## src/rtl/rv32_fetch_pkg.sv

```systemverilog
// Shared fetch-stage definitions: canonical NOP encoding, fetch FSM states, PC increment.
`ifndef RV32_INSTR_NOP
`define RV32_INSTR_NOP 32'h0000_0013
`endif

package rv32_fetch_pkg;

    localparam logic [31:0] INSTR_NOP = `RV32_INSTR_NOP;

    typedef enum logic [1:0] {
        FETCH    = 2'd0,
        BUFFERED = 2'd1,
        DRAIN    = 2'd2,
        FAULT    = 2'd3
    } fetch_state_e;

    // Wraps modulo 2^32, so 32'hFFFF_FFFC advances to 0.
    function automatic logic [31:0] pc_next(input logic [31:0] pc);
        return pc + 32'd4;
    endfunction

endpackage

```

## src/rtl/rv32_fetch_buffer.sv

```systemverilog
// Single-entry {pc, instr} holding register for a word that arrived while decode was stalled.
module rv32_fetch_buffer
    import rv32_fetch_pkg::*;
(
    input  logic        clk,
    input  logic        reset,
    input  logic        load,
    input  logic        clear,
    input  logic [31:0] pc_in,
    input  logic [31:0] instr_in,
    output logic [31:0] pc_out,
    output logic [31:0] instr_out
);

    logic [31:0] pc_q, pc_d;
    logic [31:0] instr_q, instr_d;

    always_comb begin
        pc_d    = pc_q;
        instr_d = instr_q;
        if (load) begin
            pc_d    = pc_in;
            instr_d = instr_in;
        end else if (clear) begin
            pc_d    = 32'd0;
            instr_d = INSTR_NOP;
        end
    end

    always_ff @(posedge clk) begin
        if (reset) begin
            pc_q    <= 32'd0;
            instr_q <= INSTR_NOP;
        end else begin
            pc_q    <= pc_d;
            instr_q <= instr_d;
        end
    end

    assign pc_out    = pc_q;
    assign instr_out = instr_q;

endmodule

```

## src/rtl/rv32_fetch.sv

```systemverilog
// RV32 instruction fetch stage: PC, bus read handshake, decode-facing output registers.
// Optional misaligned-target fault reporting is enabled by defining RV32_FETCH_MISALIGN_EN.
module rv32_fetch
    import rv32_fetch_pkg::*;
#(
    parameter logic [31:0] RESET_VECTOR = 32'h0000_0000
) (
    input  logic        clk,
    input  logic        reset,
    input  logic        stall_in,
    input  logic        flush_in,
    input  logic        branch_taken_in,
    input  logic [31:0] branch_pc_in,
    output logic [31:0] instr_address_out,
    output logic        instr_read_out,
    input  logic        instr_ready_in,
    input  logic [31:0] instr_read_value_in,
    output logic        valid_out,
    output logic [31:0] pc_out,
    output logic [31:0] instr_out
`ifdef RV32_FETCH_MISALIGN_EN
    ,
    output logic        instr_misaligned_out
`endif
);

    fetch_state_e state_q, state_d;
    logic [31:0]  fetch_pc_q, fetch_pc_d;
    logic [31:0]  redirect_pc_q, redirect_pc_d;
    logic         valid_q, valid_d;
    logic [31:0]  pc_q, pc_d;
    logic [31:0]  instr_q, instr_d;
    logic [31:0]  target;
    logic         buf_load, buf_clear;
    logic [31:0]  buf_pc, buf_instr;
    logic         deliver;
    logic [31:0]  deliver_pc, deliver_instr;
    logic         jump;
    logic [31:0]  jump_pc;

`ifdef RV32_FETCH_MISALIGN_EN
    logic         fault_pend_q, fault_pend_d;
    logic         mis_q, mis_d;
    logic         deliver_fault;
    assign target = branch_pc_in;
`else
    logic         unused_target_lsbs;
    assign target             = {branch_pc_in[31:2], 2'b00};
    assign unused_target_lsbs = ^branch_pc_in[1:0];
`endif

    rv32_fetch_buffer u_buffer (
        .clk       (clk),
        .reset     (reset),
        .load      (buf_load),
        .clear     (buf_clear),
        .pc_in     (fetch_pc_q),
        .instr_in  (instr_read_value_in),
        .pc_out    (buf_pc),
        .instr_out (buf_instr)
    );

    // Valid/ready: once instr_read_out rises, it and instr_address_out stay put until the
    // cycle instr_ready_in is high; that cycle completes the read and carries the data.
    always_comb begin
        state_d       = state_q;
        fetch_pc_d    = fetch_pc_q;
        redirect_pc_d = redirect_pc_q;
        buf_load      = 1'b0;
        buf_clear     = 1'b0;
        deliver       = 1'b0;
        deliver_pc    = fetch_pc_q;
        deliver_instr = instr_read_value_in;
        jump          = 1'b0;
        jump_pc       = target;
`ifdef RV32_FETCH_MISALIGN_EN
        fault_pend_d  = fault_pend_q;
        deliver_fault = 1'b0;
`endif
        case (state_q)
            FETCH: begin
                if (branch_taken_in) begin
                    if (instr_ready_in) begin
                        jump = 1'b1;
                    end else begin
                        redirect_pc_d = target;
                        state_d       = DRAIN;
                    end
                end else if (instr_ready_in) begin
                    fetch_pc_d = pc_next(fetch_pc_q);
                    if (stall_in) begin
                        buf_load = 1'b1;
                        state_d  = BUFFERED;
                    end else begin
                        deliver = 1'b1;
                    end
                end
            end
            BUFFERED: begin
                if (branch_taken_in) begin
                    buf_clear = 1'b1;
                    jump      = 1'b1;
                end else if (!stall_in) begin
                    deliver       = 1'b1;
                    deliver_pc    = buf_pc;
                    deliver_instr = buf_instr;
                    buf_clear     = 1'b1;
                    state_d       = FETCH;
                end
            end
            DRAIN: begin
                // The stale read cannot be withdrawn; the newest redirect wins once it completes.
                if (branch_taken_in) begin
                    redirect_pc_d = target;
                end
                if (instr_ready_in) begin
                    jump    = 1'b1;
                    jump_pc = redirect_pc_d;
                end
            end
`ifdef RV32_FETCH_MISALIGN_EN
            FAULT: begin
                if (branch_taken_in) begin
                    jump = 1'b1;
                end else if (fault_pend_q && !stall_in && !flush_in) begin
                    deliver       = 1'b1;
                    deliver_instr = INSTR_NOP;
                    deliver_fault = 1'b1;
                    fault_pend_d  = 1'b0;
                end
            end
`endif
            default: state_d = FETCH;
        endcase

        if (jump) begin
            fetch_pc_d = jump_pc;
`ifdef RV32_FETCH_MISALIGN_EN
            fault_pend_d = |jump_pc[1:0];
            state_d      = (|jump_pc[1:0]) ? FAULT : FETCH;
`else
            state_d      = FETCH;
`endif
        end
    end

    always_comb begin
        valid_d = valid_q;
        pc_d    = pc_q;
        instr_d = instr_q;
`ifdef RV32_FETCH_MISALIGN_EN
        mis_d   = mis_q;
`endif
        if (branch_taken_in) begin
            valid_d = 1'b0;
`ifdef RV32_FETCH_MISALIGN_EN
            mis_d   = 1'b0;
`endif
        end else if (!stall_in) begin
            valid_d = 1'b0;
`ifdef RV32_FETCH_MISALIGN_EN
            mis_d   = 1'b0;
`endif
            if (flush_in) begin
                instr_d = INSTR_NOP;
            end else if (deliver) begin
                valid_d = 1'b1;
                pc_d    = deliver_pc;
                instr_d = deliver_instr;
`ifdef RV32_FETCH_MISALIGN_EN
                mis_d   = deliver_fault;
`endif
            end
        end
    end

    always_ff @(posedge clk) begin
        if (reset) begin
            state_q       <= FETCH;
            fetch_pc_q    <= RESET_VECTOR;
            redirect_pc_q <= 32'd0;
            valid_q       <= 1'b0;
            pc_q          <= 32'd0;
            instr_q       <= INSTR_NOP;
`ifdef RV32_FETCH_MISALIGN_EN
            fault_pend_q  <= 1'b0;
            mis_q         <= 1'b0;
`endif
        end else begin
            state_q       <= state_d;
            fetch_pc_q    <= fetch_pc_d;
            redirect_pc_q <= redirect_pc_d;
            valid_q       <= valid_d;
            pc_q          <= pc_d;
            instr_q       <= instr_d;
`ifdef RV32_FETCH_MISALIGN_EN
            fault_pend_q  <= fault_pend_d;
            mis_q         <= mis_d;
`endif
        end
    end

    assign instr_read_out    = !reset && (state_q == FETCH || state_q == DRAIN);
    assign instr_address_out = fetch_pc_q;
    assign valid_out         = valid_q;
    assign pc_out            = pc_q;
    assign instr_out         = instr_q;
`ifdef RV32_FETCH_MISALIGN_EN
    assign instr_misaligned_out = mis_q;
`endif

endmodule
```

## config.mk

```make
export PLATFORM = sky130hd
export DESIGN_NAME = rv32_fetch
export DESIGN_NICKNAME = d
export VERILOG_FILES = /design/src/rtl/rv32_fetch_pkg.sv /design/src/rtl/rv32_fetch_buffer.sv /design/src/rtl/rv32_fetch.sv
export SDC_FILE = /design/constraint.sdc
export NUM_CORES = 1
export LEC_CHECK = 0
export ABC_AREA = 0
export CAP_MARGIN = 20
export CELL_PAD_IN_SITES_DETAIL_PLACEMENT = 1
export CELL_PAD_IN_SITES_GLOBAL_PLACEMENT = 1
export CORE_MARGIN = 2
export CORE_UTILIZATION = 38
export CTS_CLUSTER_SIZE = 12
export DETAILED_ROUTE_END_ITERATION = 10
export GPL_ROUTABILITY_DRIVEN = 0
export PLACE_DENSITY = 0.87
export SETUP_SLACK_MARGIN = 0.3
export SLEW_MARGIN = 10
export SYNTH_ARGS = -nofsm -noshare
export SYNTH_HDL_FRONTEND = slang
export SYNTH_SLANG_ARGS = --single-unit
```

## constraint.sdc

```tcl
create_clock -name clk -period 2.24 [get_ports clk]
set_clock_uncertainty 0.2 [all_clocks]
set_input_delay 0.448 -clock clk [delete_from_list [all_inputs] [get_ports clk]]
set_output_delay 0.448 -clock clk [all_outputs]
set_load 0.05 [all_outputs]
```

==> results_dict.tcl <==
set metrics [dict create \
    run_status "finished, violations left" \
    violations "negative setup slack" \
    final_cell_mix "nand2_1 (212), dfxtp_1 (168), buf_4 (152)" \
    cp_cell_sequence "dlygate4sd2_1 > buf_12 > nand2b_1 > o22ai_1 > a211oi_1 > o21ai_0 > a311oi_1" \
    fp.dieW_um 152 \
    critPathLaunchType "input pin" \
    synth_top_cell_area_share 0.467 \
    dp_cells 1489 \
    worstSkewPairLatency_ps 480 \
    final_net_count 1382 \
    root_buffer "clkbuf_16" \
    num_rows 54 \
    grt_overflow 0 \
    initial_core_util 0.386 \
    seq_area_frac_synth 0.467 \
    slew_violations 0 \
    firstDrtPassIters 6 \
    synth_edf_count 0 \
    synth_nets 1126 \
    synth_top_area_cell "dfxtp_1" \
    min_from "reset" \
    first_global_vias 10300 \
    p_leak_nw 5.05 \
    clockBufferDepth 2 \
    fp.dieH_um 152 \
    cts_tree "built" \
    synth_cell_types 58 \
    grt_pass1_wl_mm 62.8 \
    worstHoldEndpoint "instr_out[15]" \
    cap_violations 0 \
    ctsHoldBuffers 0 \
    antenna_found_initial 3 \
    synth.yosys.warnings 0 \
    max_stage_delay_ps 490 \
    io_pins 168 \
    async_reset_ff_frac 0 \
    grt_max_degree 42 \
    dieArea_sq_um 23200 \
    routed_wl_mm 50.8 \
    worst_r2r_path_depth 7 \
    drive_above_1_share 0.354 \
    synthCells 1055 \
    crit_fanout 10 \
    rsz0062_at_grt "yes" \
    fill_cells 2407 \
    drt.antenna.violating_nets 0 \
    max-slew-margin-rel 0.641 \
    timing.reg2reg.setup_slack_ps -50 \
    drc 0 \
    worst_slack_ps -53.3 \
    worstPathRequired_ps 2400 \
    power_density_nw_per_um2 671 \
    vias_per_cell 6.78 \
    hold_path_class "input pin to flip-flop" \
    min_path_cells 2 \
    path_class "input pin to flip-flop" \
    timing.rr.end "instr_address_out[28]" \
    final_common_cell "nand2_1" \
    vias 10900 \
    arrival_ps 2460 \
    fin_util 0.607 \
    cts.htree.levels 4 \
    critPathCaptureType "flip-flop" \
    slowest_stage "a211oi_1" \
    synthFlopType "dfxtp_1" \
    wl_per_cell_um 31.6 \
    worst_slew_pin_slew_ps 538 \
    path_clk_slew_ps 90 \
    core_area_sq_um 21700 \
    synthTopCellsByArea "dfxtp_1 (47%), nand2_1 (9.9%), nor2_1 (6.6%)" \
    hold_viol 0 \
    syn_area_per_cell_sq_um 7.93 \
    r2r_start "state_q[1]" \
    portBuffers 165 \
    min_period_ps 2290 \
    area_delta_synth_final_pct 57.3 \
    cts_buffers 17 \
    ir_worst_vdd_uv 650 \
    layout.cells.non_filler 1605 \
    track_usage 0.346 \
    drt_iter0_markers 1514 \
    place_hpwl_mm 20.5 \
    fmax_mhz 436 \
    syn-cell-area_sq_um 8370 \
    cts.sinks 195 \
    finalSetupViolations 2 \
    p_total_mw 8.83 \
    synth-seq-cells 195 \
    fin_crit_sh 1.02 \
]
cell families after synthesis:
logic type,share of synthesized area
AOI/OAI and AO/OA,0.224
and+or+nand+nor,0.237
buffers and inverters,0.0486
muxes,0.0132
DFF,0.467
xor gates and xnor gates,0.00942
adders and majority gates,0.00150
metrics by stage:
step                hold WS (ps)  setup TNS [ps]  instance area (sq um)  setup WS [ps]
global placement             241          -40610                  10900           -299
CTS                          150               0                  12100            182
global route                 165            -124                  13200          -54.9
finish                       164           -93.5                  13200          -53.3
floorplan                    231               0                   8660            120
detailed placement           249          -50130                  10900           -337
worst max-delay path, delay by kind of cell:
| family | cells | cell delay [ps] |
|---|---|---|
| compound gates | 4 | 1250 |
| buf+inv | 2 | 570 |
| simple gates | 1 | 170 |
how the worst max path moves through the flow:
stage | start | endpoint | slack, ps | cells past startpoint
3_5_place_dp | instr_ready_in | instr_address_out[24] | -340 | 8
5_1_grt | state_q[0] | instr_address_out[12] | -50 | 8
3_3_place_gp | instr_ready_in | instr_address_out[24] | -300 | 8
4_1_cts | instr_address_out[10] | instr_address_out[31] | 180 | 5
6_report | branch_taken_in | instr_address_out[28] | -50 | 7
2_1_floorplan | instr_address_out[9] | instr_address_out[31] | 120 | 6
flip-flops by register name, summed over array words and instances (netlist names):
register	count
instr_address_out	32
instr_out	32
pc_out	32
redirect_pc_q	32
u_buffer.instr_out	32
u_buffer.pc_out	32
state_q	2
valid_out	1
report_power, final:
group          switching (mW)  internal, mW
sequential              0.180          3.60
clock                    1.78          1.51
combinational            1.12         0.650
total                    3.08          5.75
area by class of cell:
cell class / instances / area, sq um / area share
antenna: 1 / 2.50 / 0.000190
clock buffer: 17 / 425 / 0.0323
clock inverter: 15 / 161 / 0.0123
inverter: 7 / 27.5 / 0.00209
multi-input combinational: 760 / 4900 / 0.373
sequential: 195 / 3970 / 0.302
tap: 280 / 350 / 0.0266
timing repair buffer: 330 / 3320 / 0.252
cell usage after synthesis, types with 2 or more instances:
master / n
o311ai_0: 2
nor3_1: 16
a311oi_1: 36
a21oi_2: 2
xnor2_1: 9
nor4_4: 2
a211oi_1: 9
a211o_1: 3
a22oi_1: 63
nand4_2: 2
or4_1: 3
and4_1: 4
nand3_1: 16
nand2b_1: 3
o21ai_0: 17
inv_1: 6
a31oi_1: 6
o211ai_1: 3
o22ai_1: 6
clkbuf_1: 65
o311a_1: 2
a21oi_1: 104
mux2i_1: 11
or3_1: 4
nor4_1: 5
dfxtp_1: 195
nand4_1: 7
and3_1: 13
nor2_1: 148
nor4bb_1: 2
and2_1: 6
nor4b_1: 2
a221oi_1: 9
nand2_1: 221
o31a_1: 2
nor2b_1: 2
buf_2: 22
buf_1: 7
per-layer routing:
metal	up-vias	GRT usage	share of wire
li1	4239	-	-
met1	5249	0.417	0.36
met2	1028	0.573	0.45
met3	362	0.0731	0.11
met4	4	0.200	0.084
met5	-	0	0.00069
timing repair:
action / 4_1_cts / 5_1_grt
setup endpoints to repair: 255 / 138
gates resized for setup: 225 / 155
gates cloned: 5 / 9
buffers inserted: 36 / 33
pin swaps: 15 / 50
(Power assumes the default switching activity.)
